### config.mk
export PLATFORM = sky130hd
export DESIGN_NAME = jt1943_romrq_nway_flat
export DESIGN_NICKNAME = d
export VERILOG_FILES = /design/src/rtl/jt1943_romrq_pkg.sv /design/src/rtl/jt1943_romrq_if.sv /design/src/rtl/jt1943_romrq_way.sv /design/src/rtl/jt1943_romrq_nway.sv /design/src/flat_wrapper.sv
export SDC_FILE = /design/constraint.sdc
export NUM_CORES = 1
export LEC_CHECK = 0
export CORE_MARGIN = 3
export CORE_UTILIZATION = 54
export DETAILED_ROUTE_END_ITERATION = 10
export PLACE_DENSITY_LB_ADDON = 0.2
export SYNTH_ARGS = -nofsm -noshare
export SYNTH_HDL_FRONTEND = slang
export SYNTH_SLANG_ARGS = --single-unit
### constraint.sdc
create_clock -name clk -period 2.3 [get_ports clk]
set_input_delay 0.46 -clock clk [delete_from_list [all_inputs] [get_ports clk]]
set_output_delay 0.46 -clock clk [all_outputs]
set_load 0.05 [all_outputs]
### src/rtl/jt1943_romrq_pkg.sv
// Shared types and helpers for the N-way ROM request cache.
package jt1943_romrq_pkg;

    typedef enum logic {IDLE, WAIT} state_t;

    // Number of low address bits dropped to form the 32-bit line address
    function automatic int align_bits(input int dw);
        return (dw == 8) ? 2 : (dw == 16) ? 1 : 0;
    endfunction

    // Selected sub-word, right-justified in a 32-bit result
    function automatic logic [31:0] lane_sel(input logic [31:0] line,
                                             input logic [1:0]  sub,
                                             input int          dw);
        logic [31:0] r;
        case (dw)
            8:       r = {24'd0, line[{sub, 3'b000} +: 8]};
            16:      r = {16'd0, line[{sub[0], 4'b0000} +: 16]};
            default: r = line;
        endcase
        return r;
    endfunction

endpackage

### src/rtl/jt1943_romrq_if.sv
// Client/SDRAM side bus of the ROM request cache.
interface jt1943_romrq_if #(
    parameter int AW = 18,
    parameter int DW = 8
);
    logic [AW-1:0] addr;
    logic          addr_ok;
    logic          flush;
    logic          cen;
    logic          we;
    logic [31:0]   din;
    logic          req;
    logic [AW-1:0] addr_req;
    logic [DW-1:0] dout;
    logic          data_ok;
    logic          hit;

    modport master (output addr, addr_ok, flush, cen, we, din,
                    input  req, addr_req, dout, data_ok, hit);
    modport slave  (input  addr, addr_ok, flush, cen, we, din,
                    output req, addr_req, dout, data_ok, hit);
endinterface

### src/rtl/jt1943_romrq_way.sv
// One cache entry: valid bit, line tag and 32-bit data with match compare.
module jt1943_romrq_way #(
    parameter int AW = 18
) (
    input  logic          clk,
    input  logic          rst_n,
    input  logic          clr_i,
    input  logic          we_i,
    input  logic [AW-1:0] tag_i,
    input  logic [31:0]   data_i,
    input  logic [AW-1:0] line_i,
    output logic          match_o,
    output logic [31:0]   data_o
);
    logic          valid_q;
    logic [AW-1:0] tag_q;
    logic [31:0]   data_q;

    always_ff @(posedge clk) begin
        if (!rst_n) begin
            valid_q <= 1'b0;
            tag_q   <= '0;
            data_q  <= '0;
        end else if (clr_i) begin
            valid_q <= 1'b0;
        end else if (we_i) begin
            valid_q <= 1'b1;
            tag_q   <= tag_i;
            data_q  <= data_i;
        end
    end

    assign match_o = valid_q && (tag_q == line_i);
    assign data_o  = data_q;
endmodule

### src/rtl/jt1943_romrq_nway.sv
// Fully associative WAYS-entry read cache with round-robin fill and flush.
module jt1943_romrq_nway
    import jt1943_romrq_pkg::*;
#(
    parameter int AW        = 18,
    parameter int DW        = 8,
    parameter int WAYS      = 2,
    parameter int INVERT_A0 = 0
) (
    input  logic clk,
    input  logic rst_n,
    jt1943_romrq_if.slave bus
);
    localparam int            AB    = align_bits(DW);
    localparam int            VW    = (WAYS > 1) ? $clog2(WAYS) : 1;
    localparam logic [AW-1:0] LMASK = ~AW'((1 << AB) - 1);

    state_t          state_q;
    logic            req_q;
    logic [AW-1:0]   addr_req_q;
    logic [VW-1:0]   victim_q;
    logic [DW-1:0]   dout_q;
    logic            data_ok_q;

    logic [AW-1:0]            line;
    logic [WAYS-1:0]          match;
    logic [WAYS-1:0][31:0]    wdata;
    logic [31:0]              hit_data;
    logic [31:0]              lane_d;
    logic                     hit;
    logic                     fill;

    assign line = bus.addr & LMASK;
    assign hit  = |match;
    assign fill = (state_q == WAIT) && bus.cen && bus.we && !bus.flush;

    for (genvar g = 0; g < WAYS; g++) begin : g_way
        jt1943_romrq_way #(.AW(AW)) u_way (
            .clk     (clk),
            .rst_n   (rst_n),
            .clr_i   (bus.flush),
            .we_i    (fill && (victim_q == VW'(g))),
            .tag_i   (addr_req_q),
            .data_i  (bus.din),
            .line_i  (line),
            .match_o (match[g]),
            .data_o  (wdata[g])
        );
    end

    // Fills never duplicate a line, so at most one way drives the OR
    always_comb begin
        hit_data = '0;
        for (int i = 0; i < WAYS; i++)
            hit_data = hit_data | (wdata[i] & {32{match[i]}});
    end

    assign lane_d = lane_sel(hit_data, {bus.addr[1], bus.addr[0] ^ 1'(INVERT_A0)}, DW);

    always_ff @(posedge clk) begin
        if (!rst_n) begin
            state_q    <= IDLE;
            req_q      <= 1'b0;
            addr_req_q <= '0;
            victim_q   <= '0;
        end else if (bus.flush) begin
            state_q    <= IDLE;
            req_q      <= 1'b0;
            victim_q   <= '0;
        end else begin
            case (state_q)
                IDLE: if (bus.addr_ok && !hit) begin
                    addr_req_q <= line;
                    req_q      <= 1'b1;
                    state_q    <= WAIT;
                end
                WAIT: if (bus.cen && bus.we) begin
                    req_q    <= 1'b0;
                    victim_q <= (WAYS == 1) ? '0 : victim_q + 1'b1;
                    state_q  <= IDLE;
                end
                default: state_q <= IDLE;
            endcase
        end
    end

    always_ff @(posedge clk) begin
        if (!rst_n) begin
            dout_q    <= '0;
            data_ok_q <= 1'b0;
        end else if (bus.flush) begin
            data_ok_q <= 1'b0;
        end else if (bus.addr_ok && hit) begin
            dout_q    <= lane_d[DW-1:0];
            data_ok_q <= 1'b1;
        end else begin
            data_ok_q <= 1'b0;
        end
    end

    assign bus.req      = req_q;
    assign bus.addr_req = addr_req_q;
    assign bus.dout     = dout_q;
    assign bus.data_ok  = data_ok_q;
    assign bus.hit      = hit;
endmodule
### src/flat_wrapper.sv
// flat-port wrapper written by rule: the top's interface ports become plain ports
module jt1943_romrq_nway_flat import jt1943_romrq_pkg::*;
#(
    parameter int AW        = 18,
    parameter int DW        = 8,
    parameter int WAYS      = 2,
    parameter int INVERT_A0 = 0
)
  (clk, rst_n, bus_addr, bus_addr_ok, bus_flush, bus_cen, bus_we, bus_din, bus_req, bus_addr_req, bus_dout, bus_data_ok, bus_hit);
  jt1943_romrq_if #(.AW(AW), .DW(DW)) bus_i ();
  input  logic clk;
  input  logic rst_n;
  input wire logic [$bits(bus_i.addr)-1:0] bus_addr;
  input wire logic [$bits(bus_i.addr_ok)-1:0] bus_addr_ok;
  input wire logic [$bits(bus_i.flush)-1:0] bus_flush;
  input wire logic [$bits(bus_i.cen)-1:0] bus_cen;
  input wire logic [$bits(bus_i.we)-1:0] bus_we;
  input wire logic [$bits(bus_i.din)-1:0] bus_din;
  output wire logic [$bits(bus_i.req)-1:0] bus_req;
  output wire logic [$bits(bus_i.addr_req)-1:0] bus_addr_req;
  output wire logic [$bits(bus_i.dout)-1:0] bus_dout;
  output wire logic [$bits(bus_i.data_ok)-1:0] bus_data_ok;
  output wire logic [$bits(bus_i.hit)-1:0] bus_hit;
  assign bus_i.addr = bus_addr;
  assign bus_i.addr_ok = bus_addr_ok;
  assign bus_i.flush = bus_flush;
  assign bus_i.cen = bus_cen;
  assign bus_i.we = bus_we;
  assign bus_i.din = bus_din;
  assign bus_req = bus_i.req;
  assign bus_addr_req = bus_i.addr_req;
  assign bus_dout = bus_i.dout;
  assign bus_data_ok = bus_i.data_ok;
  assign bus_hit = bus_i.hit;
  jt1943_romrq_nway #(.AW(AW), .DW(DW), .WAYS(WAYS), .INVERT_A0(INVERT_A0)) u_core (.clk(clk), .rst_n(rst_n), .bus(bus_i));
endmodule
Yosys cells after proc, flatten, opt, wreduce, memory -nomap -nowiden
Index checks and enable logic that the tools add are counted.
- register bits: 126
- bits of input ports: 56
- output and inout port bits: 29
- logic and storage cells: 52
- bitwise operators: 7
- add/subtract/negate cells: 1
- reduce and logical (&&, ||, !) cells: 20
- equal/unequal tests: 4
- muxes and demuxes: 7
- shifts and indexed selects: 1
- operators by type and width (kind ; count):
    $and 32x32->32 ; 2
    $eq 16x16->1 ; 2
    $or 32x32->32 ; 1
    $shiftx 32x6->8 ; 1
    $logic_and 1x1->1 ; 10
    $reduce_and 2->1 ; 5
    $mux 1 ; 5
    $not 1->1 ; 4
    $pmux 1 s2 ; 2
    $reduce_or 2->1 ; 2
    $reduce_and 3->1 ; 1
    $logic_not 1->1 ; 2
    $ne 2x1->1 const B ; 1
    $ne 2x2->1 const B ; 1
    $add 1x1->1 const B ; 1

Logic depth before layout (Yosys ltp)
Gate-level depths: netlist of run 1.
- depth after elaboration: 7
- gate-level depth with buffers: 8
- mapped depth without buffers: 7

By module
From an unflattened synthesis of run 1, not the netlist that was laid out.
- cell total of the unflattened synthesis: 660
- area total of the unflattened synthesis: 5647.9 µm²
- modules (own cells, without submodules) (module ; sequential area each (µm²) ; area each (µm²) ; times used ; cells each):
    jt1943_romrq_way ; 1021.0 ; 2067.0 ; 2 ; 246
    jt1943_romrq_nway ; 560.5 ; 1514.0 ; 1 ; 168

Least setup slack after synthesis of run 1
Ideal clock, no wire load.
- kind: input port to output port
- start: input bus_addr[9]
- end: output bus_hit
- data arrival time: 1.694 ns
- data required time: 1.840 ns
- slack: 0.146 ns
- buffers on the path: 1
- stages: 6
- cells stage by stage: xnor2_1 -> nand2_1 -> nor4_1 -> nand3_1 -> clkbuf_1 -> nand2_1
- cells in the longest elaborated chain, start to end: 3
- elaborated cells on any way between the ends: 5
- classes of those cells: 2 x eq/ne; 3 x reduce/logical
- RTL lines (element ; line ; source):
    start: declaration ; flat_wrapper.sv:13 ; input wire logic [$bits(bus_i.addr)-1:0] bus_addr;
    $eq 16x16->1 ; jt1943_romrq_way.sv:33 ; assign match_o = valid_q && (tag_q == line_i);
    $logic_and 1x1->1 ; jt1943_romrq_way.sv:33 ;
    $reduce_or 2->1 (*) ; jt1943_romrq_nway.sv:34 ; assign hit = |match;
    end: declaration ; flat_wrapper.sv:23 ; output wire logic [$bits(bus_i.hit)-1:0] bus_hit;
Mark *: on every way between the ends. The rest lies on a longest branch, timed or not.

Worst setup path after layout of run 1
- start: register u_core.g_way[0].u_way.tag_q[8]
- end: output bus_hit
- cells in the longest elaborated chain, start to end: 3
- RTL lines (element ; line ; source):
    start: declaration ; jt1943_romrq_way.sv:16 ; logic [AW-1:0] tag_q;
    start signal: assignment ; jt1943_romrq_way.sv:28 ; tag_q <= tag_i;
    $eq 16x16->1 ; jt1943_romrq_way.sv:33 ;
    $logic_and 1x1->1 ; jt1943_romrq_way.sv:33 ;
    $reduce_or 2->1 ; jt1943_romrq_nway.sv:34 ;
No other way between the ends.

==> results of run 1 <==
## what timing repair did
action	in CTS	in global routing
pin swaps	18	5
gates resized for setup	54	19
setup endpoints to repair	1	9
setup buffers	10	2
cloned	0	0
hold buffers	0	0
## metrics by stage
stage	utilization (%)	worst slack, ps
2_1_floorplan	-	146
3_3_place_gp	66.9	-368
3_5_place_dp	66.9	-461
4_1_cts	74.7	1.31
5_1_grt	75.3	-140
6_report	75.3	-97.3
## final cells by class
class | instances | area share, %
clock buffer | 19 | 5.42
tap | 136 | 2.19
sequential | 126 | 32.6
inverter | 35 | 1.69
timing repair buffer | 126 | 16.0
clock inverter | 12 | 1.58
multi-input combinational | 526 | 40.6
## cells by family (layout without fill, tap and decap cells)
kind of cell    Yosys count  in the layout
buf+inv                  87            192
other cells               1              2
flops                   126            126
simple gates            296            296
xor+xnor                 30             30
compound gates          198            198
## how the worst min path moves through the flow
stage | startpoint | endpoint | slack, ps | depth (start not counted)
after floorplan | u_core.g_way[1].u_way.data_o[0] | u_core.g_way[1].u_way.data_o[0] | 440 | 2
after global placement | u_core.bus.req | u_core.bus.req | 450 | 1
after detailed placement | u_core.g_way[1].u_way.data_o[31] | u_core.g_way[1].u_way.data_o[31] | 460 | 2
after CTS | bus_addr[3] | u_core.bus.addr_req[3] | 410 | 3
after global routing | bus_addr[3] | u_core.bus.addr_req[3] | 410 | 3
final | bus_addr[3] | u_core.bus.addr_req[3] | 390 | 3
## worst reg2reg max path, delay by kind of cell, from the launching register on
kind                   cells  cell delay [ps]
AO/OA/AOI/OAI              2              400
XOR/XNOR                   1              120
buffers and inverters      7              930
flip-flops                 1              320
AND/OR/NAND/NOR            4              350
## registers in the layout, summed over array words and instances (netlist names)
name / cells
u_core.bus.addr_req: 16
u_core.bus.data_ok: 1
u_core.bus.dout: 8
u_core.bus.req: 1
u_core.g_way.u_way.data_o: 64
u_core.g_way.u_way.tag_q: 32
u_core.g_way.u_way.valid_q: 2
u_core.state_q: 1
u_core.victim_q: 1
## power groups by stage
stage | registers, mW | logic, mW | clock network [mW]
4_1_cts | 2.22 | 0.458 | 2.49
3_5_place_dp | 2.27 | 0.437 | 0
6_report | 2.22 | 0.472 | 2.52
5_1_grt | 2.23 | 0.500 | 2.61
3_3_place_gp | 2.27 | 0.429 | 0
2_1_floorplan | 2.32 | 0.170 | 0
## metal layers
metal	up-vias	track usage (%)	share of wire [%]
met1	2701	34.5	39
met3	93	6.28	7.1
met5	-	0	0
met4	0	18.8	5.4
li1	2686	-	-
met2	285	50.4	49
## placed cells by master, fill, tap and decap left out, types with 15 or more instances in the layout
master	Yosys	final
xnor2_2	0	19
nor2_1	24	21
clkbuf_16	0	16
clkdlybuf4s50_1	0	64
nand4_1	15	15
a31oi_1	15	15
nand2_1	217	215
a41oi_1	15	15
o21ai_0	49	40
buf_4	2	35
dfxtp_1	126	119
inv_1	34	34
nand3_1	23	21
a21boi_0	98	98
==> results_dict.tcl, run 1 <==
set metrics [dict create \
    worstPathRequired_ps 1840 \
    worstSetupStartpoint "u_core.g_way[0].u_way.tag_q[8]" \
    crit_path_end "bus_hit" \
    tns_ps -97.3 \
    crit_cells 6 \
    yosysTopAreaCellShare_pct 43.9 \
    port_buffers 82 \
    postSynthRegisterBits 126 \
    irDropWorstVdd_uv 612 \
    drv_cap 0 \
    min_path_type "input pin to register" \
    yosys.area_share.xor_xnor_pct 4.57 \
    cts_sinks 126 \
    die_x_um 109 \
    crit_fanout 3 \
    p_seq_share_pct 42.7 \
    p_switching_mw 1.27 \
    worst_slew_pin_slew_ps 608 \
    timing.rr.start "u_core.g_way[0].u_way.tag_q[13]" \
    synth_fa_ha_area_share_pct 0 \
    grt_setup_unrepaired "yes" \
    clkPwrFrac_pct 48.3 \
    gp_congestion 0.884 \
    synth_edf_count 0 \
    fill_cells 708 \
    synth_top_family_by_area "compound AO/OA/AOI/OAI gates" \
    antenna_cells 0 \
    multi_input_area_um2 3150 \
    final_layout_size_suffix_gt1_share_pct 14.6 \
    grtUsageTotal_pct 29.9 \
    antenna_found_initial 0 \
    via_per_inst 5.88 \
    cts_tree "done" \
    total_power_mw 5.22 \
    crit_arrival_ps 1940 \
    hpwlAfterDp_mm 10.7 \
    syn_area_um2 5740 \
    synthMuxAreaShare_pct 0 \
    finalWirelength_mm 17.6 \
    switching_share_pct 24.4 \
    dr.first_iter.drc_count 403 \
    numCtsBuffers 17 \
    fin_skew_ps 8.71 \
    hold_ws_ps 392 \
    fmax_mhz 417 \
    overflow 0 \
    synth.yosys.seq_area_share_pct 43.9 \
    synth-simple-area-share_pct 21.6 \
    yosysWarnings 0 \
    drc 0 \
    drv_slew 0 \
    grt_max_degree 61 \
    dr_total_vias 5765 \
    async_flop_share_pct 0 \
    synthTopCellsByArea "dfxtp_1 44%, nand2_1 14%, a21boi_0 13%, xnor2_1 4.4%, o21ai_0 4.3%" \
    first_global_vias 5765 \
    critical-path-top-delay-family "simple AND/OR/NAND/NOR gates" \
    pin_count 85 \
    setup_slack_ps -97.3 \
    slowest_delay_ps 350 \
    rows 37 \
    dieArea_um2 11900 \
    areaGrowthSynthToFinish_pct 35.3 \
    cp_common_cell "nand3_2" \
    p_comb_share_pct 9.1 \
    clockBufferDepth 2 \
    p_int_mw 3.94 \
    finalSetupViolCount 1 \
    critPathKind "register to output pin" \
    stdcell_area_um2 7770 \
    core_um2 10300 \
    synth_compound_area_share_pct 23.9 \
    wl_per_cell_um 18.0 \
    cp-start-kind "register" \
    status "finished with violations" \
    fin_nets 888 \
    clock_latency_ps 540 \
    yosysMostFrequentCell "nand2_1" \
    cp_slowest_cell "dfxtp_1" \
    min_period_over_period_pct 104 \
    violations "setup timing" \
    slew_headroom_pct 59.5 \
    place_area_um2 6910 \
    r2r_cells 14 \
    netlist_top_cells_count "217 x nand2_1, 126 x dfxtp_1, 98 x a21boi_0" \
    p_leak_nw 2.64 \
    path_clk_slew_ps 60 \
    dp.cells 939 \
    synth_area_per_cell_um2 7.78 \
    regArea_um2 2530 \
    cts-root-buf "clkbuf_8" \
    synth_ff_type "dfxtp_1" \
    worst-path-buf-inv 1 \
    finalHoldViolCount 0 \
    firstDrtPassIters 6 \
    stdcell_count 980 \
    layout_min_cycle_time_ps 2400 \
    crit_chain "nand2b_1 > nand3_2 > nor4_4 > nand3_2 > nand2_4 > buf_12" \
    endpoint_kind "output pin" \
    synth.largest_area_cell "dfxtp_1" \
    rr_endpoint "u_core.bus.dout[3]" \
    htreeDepth 4 \
    synthDistinctLibCells 37 \
    grt_pass1_wl_mm 27.7 \
    rrSetupSlack_ps 70 \
    die_height_um 109 \
    start_util_pct 55.6 \
    synthCells 738 \
    final_antenna_net_count 0 \
    power.density_nw_per_um2 671 \
]
Power figures use the tool's default switching activity.
==> run 2, diff against run 1 <==
--- a/config.mk
+++ b/config.mk
@@ -5,8 +5,9 @@
 export SDC_FILE = /design/constraint.sdc
 export NUM_CORES = 1
 export LEC_CHECK = 0
+export CORE_ASPECT_RATIO = 1.25
 export CORE_MARGIN = 3
-export CORE_UTILIZATION = 54
+export CORE_UTILIZATION = 49
 export DETAILED_ROUTE_END_ITERATION = 10
 export PLACE_DENSITY_LB_ADDON = 0.2
 export SYNTH_ARGS = -nofsm -noshare
==> constraint.sdc (replaced) <==
create_clock -name clk -period 2.2 [get_ports clk]
set_input_delay 0.44 -clock clk [delete_from_list [all_inputs] [get_ports clk]]
set_output_delay 0.44 -clock clk [all_outputs]
set_load 0.05 [all_outputs]
==> results_dict.tcl, run 2 (same netlist as run 1, synthesis figures left out) <==
set metrics [dict create \
    finalSetupViolCount 1 \
    cts-root-buf "clkbuf_16" \
    dpl_worst_slack_ps -487 \
    dr.first_iter.drc_count 379 \
    status "finished with violations" \
    clockBufferDepth 2 \
    drv_cap 0 \
    die_height_um 127 \
    worstPathRequired_ps 1760 \
    p_int_mw 4.72 \
    clock_latency_ps 420 \
    largest_register_ffs 64 \
    first_global_vias 5502 \
    grt_max_degree 86 \
    dieArea_um2 13100 \
    dr_total_vias 5673 \
    numCtsBuffers 17 \
    gp_congestion 0.912 \
    finalWirelength_mm 17.1 \
    fin_skew_ps 7.27 \
    areaGrowthSynthToFinish_pct 40.1 \
    cp-start-kind "input pin" \
    critPathKind "input pin to output pin" \
    p_seq_share_pct 38.7 \
    layout_min_cycle_time_ps 2260 \
    overflow 0 \
    start_util_pct 50.8 \
    p_comb_share_pct 8.5 \
    die_x_um 103 \
    grt_pass1_wl_mm 27.1 \
    via_per_inst 5.70 \
    drv_slew 0 \
    final_antenna_net_count 0 \
    cts_sinks 126 \
    core_um2 11300 \
    p_switching_mw 1.30 \
    finalHoldViolCount 0 \
    layout_commonest_cell "nand2_1" \
    fmax_mhz 442 \
    p_leak_nw 2.80 \
    wl_per_cell_um 17.2 \
    crit_fanout 2 \
    min_path_type "input pin to register" \
    clkPwrFrac_pct 52.9 \
    switching_share_pct 21.6 \
    cts_tree "done" \
    hpwlAfterDp_mm 10.9 \
    final_layout_size_suffix_gt1_share_pct 16.4 \
    fin_nets 903 \
    grt_setup_unrepaired "yes" \
    violations "setup timing" \
    grtUsageTotal_pct 26.4 \
    antenna_cells 0 \
    power.density_nw_per_um2 747 \
    port_buffers 82 \
    antenna_found_initial 0 \
    final_cell_mix "215 x nand2_1, 121 x dfxtp_1, 97 x a21boi_0" \
    slew_headroom_pct 50.6 \
    crit_arrival_ps 1820 \
    worst_slew_pin_slew_ps 741 \
    pin_count 85 \
    min_period_over_period_pct 103 \
    path_clk_slew_ps 50 \
    htreeDepth 4 \
    tns_ps -62.4 \
    firstDrtPassIters 7 \
    irDropWorstVdd_uv 500 \
    rows 43 \
    drc 0 \
    setup_slack_ps -62.4 \
    endpoint_kind "output pin" \
]
==> run 2: what timing repair did <==
item | CTS | global route
resized for setup | 50 | 28
setup buffers | 6 | 3
endpoints found under the setup margin | 23 | 11
cloned | 0 | 1
hold buffers | 0 | 0
pin swaps | 13 | 4
hold endpoints to repair | 0 | 0
==> run 2: layout make-up <==
| type | count | area, um^2 |
|---|---|---|
| fill | 868 | 3250 |
| multi-input combinational | 526 | 3180 |
| sequential | 126 | 2530 |
| timing repair buffer | 141 | 1370 |
| clock buffer | 20 | 457 |
| clock inverter | 12 | 214 |
| tap | 135 | 169 |
| inverter | 35 | 131 |
==> run 2: through the flow <==
| step | std cells | cell area, um^2 | power [mW] | hold WS, ps | util [%] |
|---|---|---|---|---|---|
| 3_3_place_gp | 953 | 7000 | 2.83 | 449 | 62.0 |
| 2_1_floorplan | 739 | 5750 | 2.60 | 443 | - |
| 5_1_grt | 995 | 8050 | 6.20 | 336 | 71.3 |
| 3_5_place_dp | 953 | 7000 | 2.84 | 457 | 62.0 |
| 4_1_cts | 991 | 7880 | 6.01 | 367 | 69.8 |
| 6_report | 995 | 8050 | 6.02 | 333 | 71.3 |
==> run 2: final timing paths <==
path                                                          to                        startpoint  slack (ps)  depth (start not counted)
worst min-delay path                     u_core.bus.addr_req[13]                      bus_addr[13]         330                          3
worst min register to register  u_core.g_way[0].u_way.data_o[29]  u_core.g_way[0].u_way.data_o[29]         460                          2
worst max-delay path                                     bus_hit                      bus_addr[10]         -60                          8
worst max register to register                u_core.bus.dout[7]   u_core.g_way[0].u_way.tag_q[12]         130                          8
==> run 2: routing by layer <==
layer | global-route usage, % | share of wire, % | vias up
li1 | - | - | 2713
met1 | 31.1 | 39 | 2716
met2 | 45.5 | 53 | 206
met3 | 5.90 | 5.2 | 38
met4 | 11.1 | 3.0 | 0
met5 | 0 | 0 | -
==> run 2: power by group through the flow <==
stage          sequential [mW]  clock (mW)  combinational (mW)
2_1_floorplan             2.42           0               0.178
3_3_place_gp              2.37           0               0.457
3_5_place_dp              2.37           0               0.465
4_1_cts                   2.33        3.20               0.482
5_1_grt                   2.33        3.33               0.543
6_report                  2.33        3.18               0.511
==> run 2: worst max-delay path, stage by stage <==
cell and delay (ps):
clkdlybuf4s15_1 230, buf_4 180, xnor2_4 180, nand4_1 120
nor4_1 270, nand2_1 160, nand2_4 110, buf_12 130
==> run 3, diff against run 2 <==
--- a/config.mk
+++ b/config.mk
@@ -6,7 +6,7 @@
 export NUM_CORES = 1
 export LEC_CHECK = 0
 export CORE_ASPECT_RATIO = 1.25
-export CORE_MARGIN = 3
+export CORE_MARGIN = 2
 export CORE_UTILIZATION = 49
 export DETAILED_ROUTE_END_ITERATION = 10
 export PLACE_DENSITY_LB_ADDON = 0.2
==> results_dict.tcl, run 3 (same netlist as run 1, synthesis figures left out) <==
set metrics [dict create \
    status "finished with violations" \
    violations "setup timing" \
    clockBufferDepth 2 \
    antenna_cells 0 \
    dpl_worst_slack_ps -546 \
    grt_max_degree 93 \
    fin_skew_ps 5.09 \
    dr.first_iter.drc_count 311 \
    tns_ps -90.9 \
    p_leak_nw 2.73 \
    numCtsBuffers 17 \
    cts_tree "done" \
    place_area_um2 7020 \
    critPathKind "input pin to output pin" \
    cts-root-buf "clkbuf_16" \
    overflow 0 \
    switching_share_pct 22.8 \
    dr_total_vias 5664 \
    die_height_um 125 \
    min_period_over_period_pct 104 \
    irDropWorstVdd_uv 672 \
    first_global_vias 5640 \
    slew_headroom_pct 65.6 \
    start_util_pct 49.9 \
    finalWirelength_mm 16.8 \
    final_layout_size_suffix_gt1_share_pct 15.5 \
    cts_hold_buffers 0 \
    cts_sinks 126 \
    finalHoldViolCount 0 \
    port_buffers 82 \
    antenna_found_initial 0 \
    grtUsageTotal_pct 26.9 \
    p_seq_share_pct 41.8 \
    firstDrtPassIters 5 \
    pin_count 85 \
    stdcell_area_um2 7900 \
    p_int_mw 4.30 \
    layout_min_cycle_time_ps 2290 \
    die_x_um 101 \
    clock_latency_ps 420 \
    stdcell_count 994 \
    drc 0 \
    wl_per_cell_um 16.9 \
    crit_fanout 2 \
    final_antenna_net_count 0 \
    path_clk_slew_ps 50 \
    areaGrowthSynthToFinish_pct 37.6 \
    clkPwrFrac_pct 49.2 \
    worstPathRequired_ps 1760 \
    power.density_nw_per_um2 704 \
    gp_congestion 0.949 \
    fmax_mhz 437 \
    via_per_inst 5.70 \
    grt_setup_unrepaired "yes" \
    largest_register_ffs 64 \
    min_path_type "input pin to register" \
    hpwlAfterDp_mm 11.1 \
    layout_commonest_cell "nand2_1" \
    crit_arrival_ps 1850 \
    endpoint_kind "output pin" \
    dieArea_um2 12600 \
    rows 44 \
    htreeDepth 4 \
    grt_pass1_wl_mm 26.7 \
    finalSetupViolCount 1 \
    worst_slew_pin_slew_ps 514 \
    drv_slew 0 \
    core_um2 11500 \
    final_cell_mix "216 x nand2_1, 122 x dfxtp_1, 97 x a21boi_0" \
    p_comb_share_pct 9.0 \
    dp.cells 959 \
    rrSetupSlack_ps 70 \
    setup_slack_ps -90.9 \
    p_switching_mw 1.27 \
    fin_nets 901 \
    hold_ws_ps 446 \
    drv_cap 0 \
    cp-start-kind "input pin" \
]
run 3: per-layer routing:
| layer | global-route usage (%) | part of all wire [%] |
|---|---|---|
| met1 | 30.1 | 40 |
| met2 | 46.9 | 52 |
| met5 | 0 | 0 |
| met4 | 13.9 | 2.9 |
| met3 | 5.98 | 5.4 |
run 3: final timing paths:
| check | from | endpoint | depth (start not counted) |
|---|---|---|---|
| hold / removal | bus_addr[9] | u_core.bus.addr_req[9] | 3 |
| setup reg to reg | u_core.g_way[1].u_way.tag_q[12] | u_core.bus.dout[3] | 10 |
| hold reg to reg | u_core.g_way[0].u_way.data_o[12] | u_core.g_way[0].u_way.data_o[12] | 2 |
| setup / recovery | bus_addr[12] | bus_hit | 8 |
run 3: repair_timing:
action / CTS / global route
pin swaps: 13 / 9
setup endpoints to repair: 9 / 21
gates cloned: 0 / 1
buffers inserted: 4 / 3
endpoints found under the hold margin: 0 / 0
resized for setup: 47 / 29
run 3: critical path, cell delays in order:
cell and delay (ps):
dlygate4sd2_1 280, buf_4 150, xnor2_1 230, nand4_1 130
nor2_1 150, nand3_1 160, nand2_2 160, buf_12 140
run 3: area by class of cell:
cell class	instances	area, um^2
Fill cell	923	3600
Multi-Input combinational cell	526	3180
Sequential cell	126	2530
Timing Repair Buffer	139	1330
Clock buffer	22	444
Tap cell	138	173
Inverter	35	131
Clock inverter	8	118
run 3: power by group through the flow:
stage | Combinational, mW | Sequential [mW] | Clock, mW
after CTS | 0.487 | 2.33 | 2.76
final | 0.502 | 2.33 | 2.73
after floorplan | 0.178 | 2.42 | 0
after global routing | 0.534 | 2.33 | 2.86
after detailed placement | 0.473 | 2.37 | 0
after global placement | 0.466 | 2.37 | 0
run 3: metrics by stage:
step / power, mW / util, %
6_report: 5.56 / 68.7
5_1_grt: 5.73 / 68.7
4_1_cts: 5.57 / 67.4
3_5_place_dp: 2.85 / 61.0
3_3_place_gp: 2.84 / 61.0
2_1_floorplan: 2.60 / -
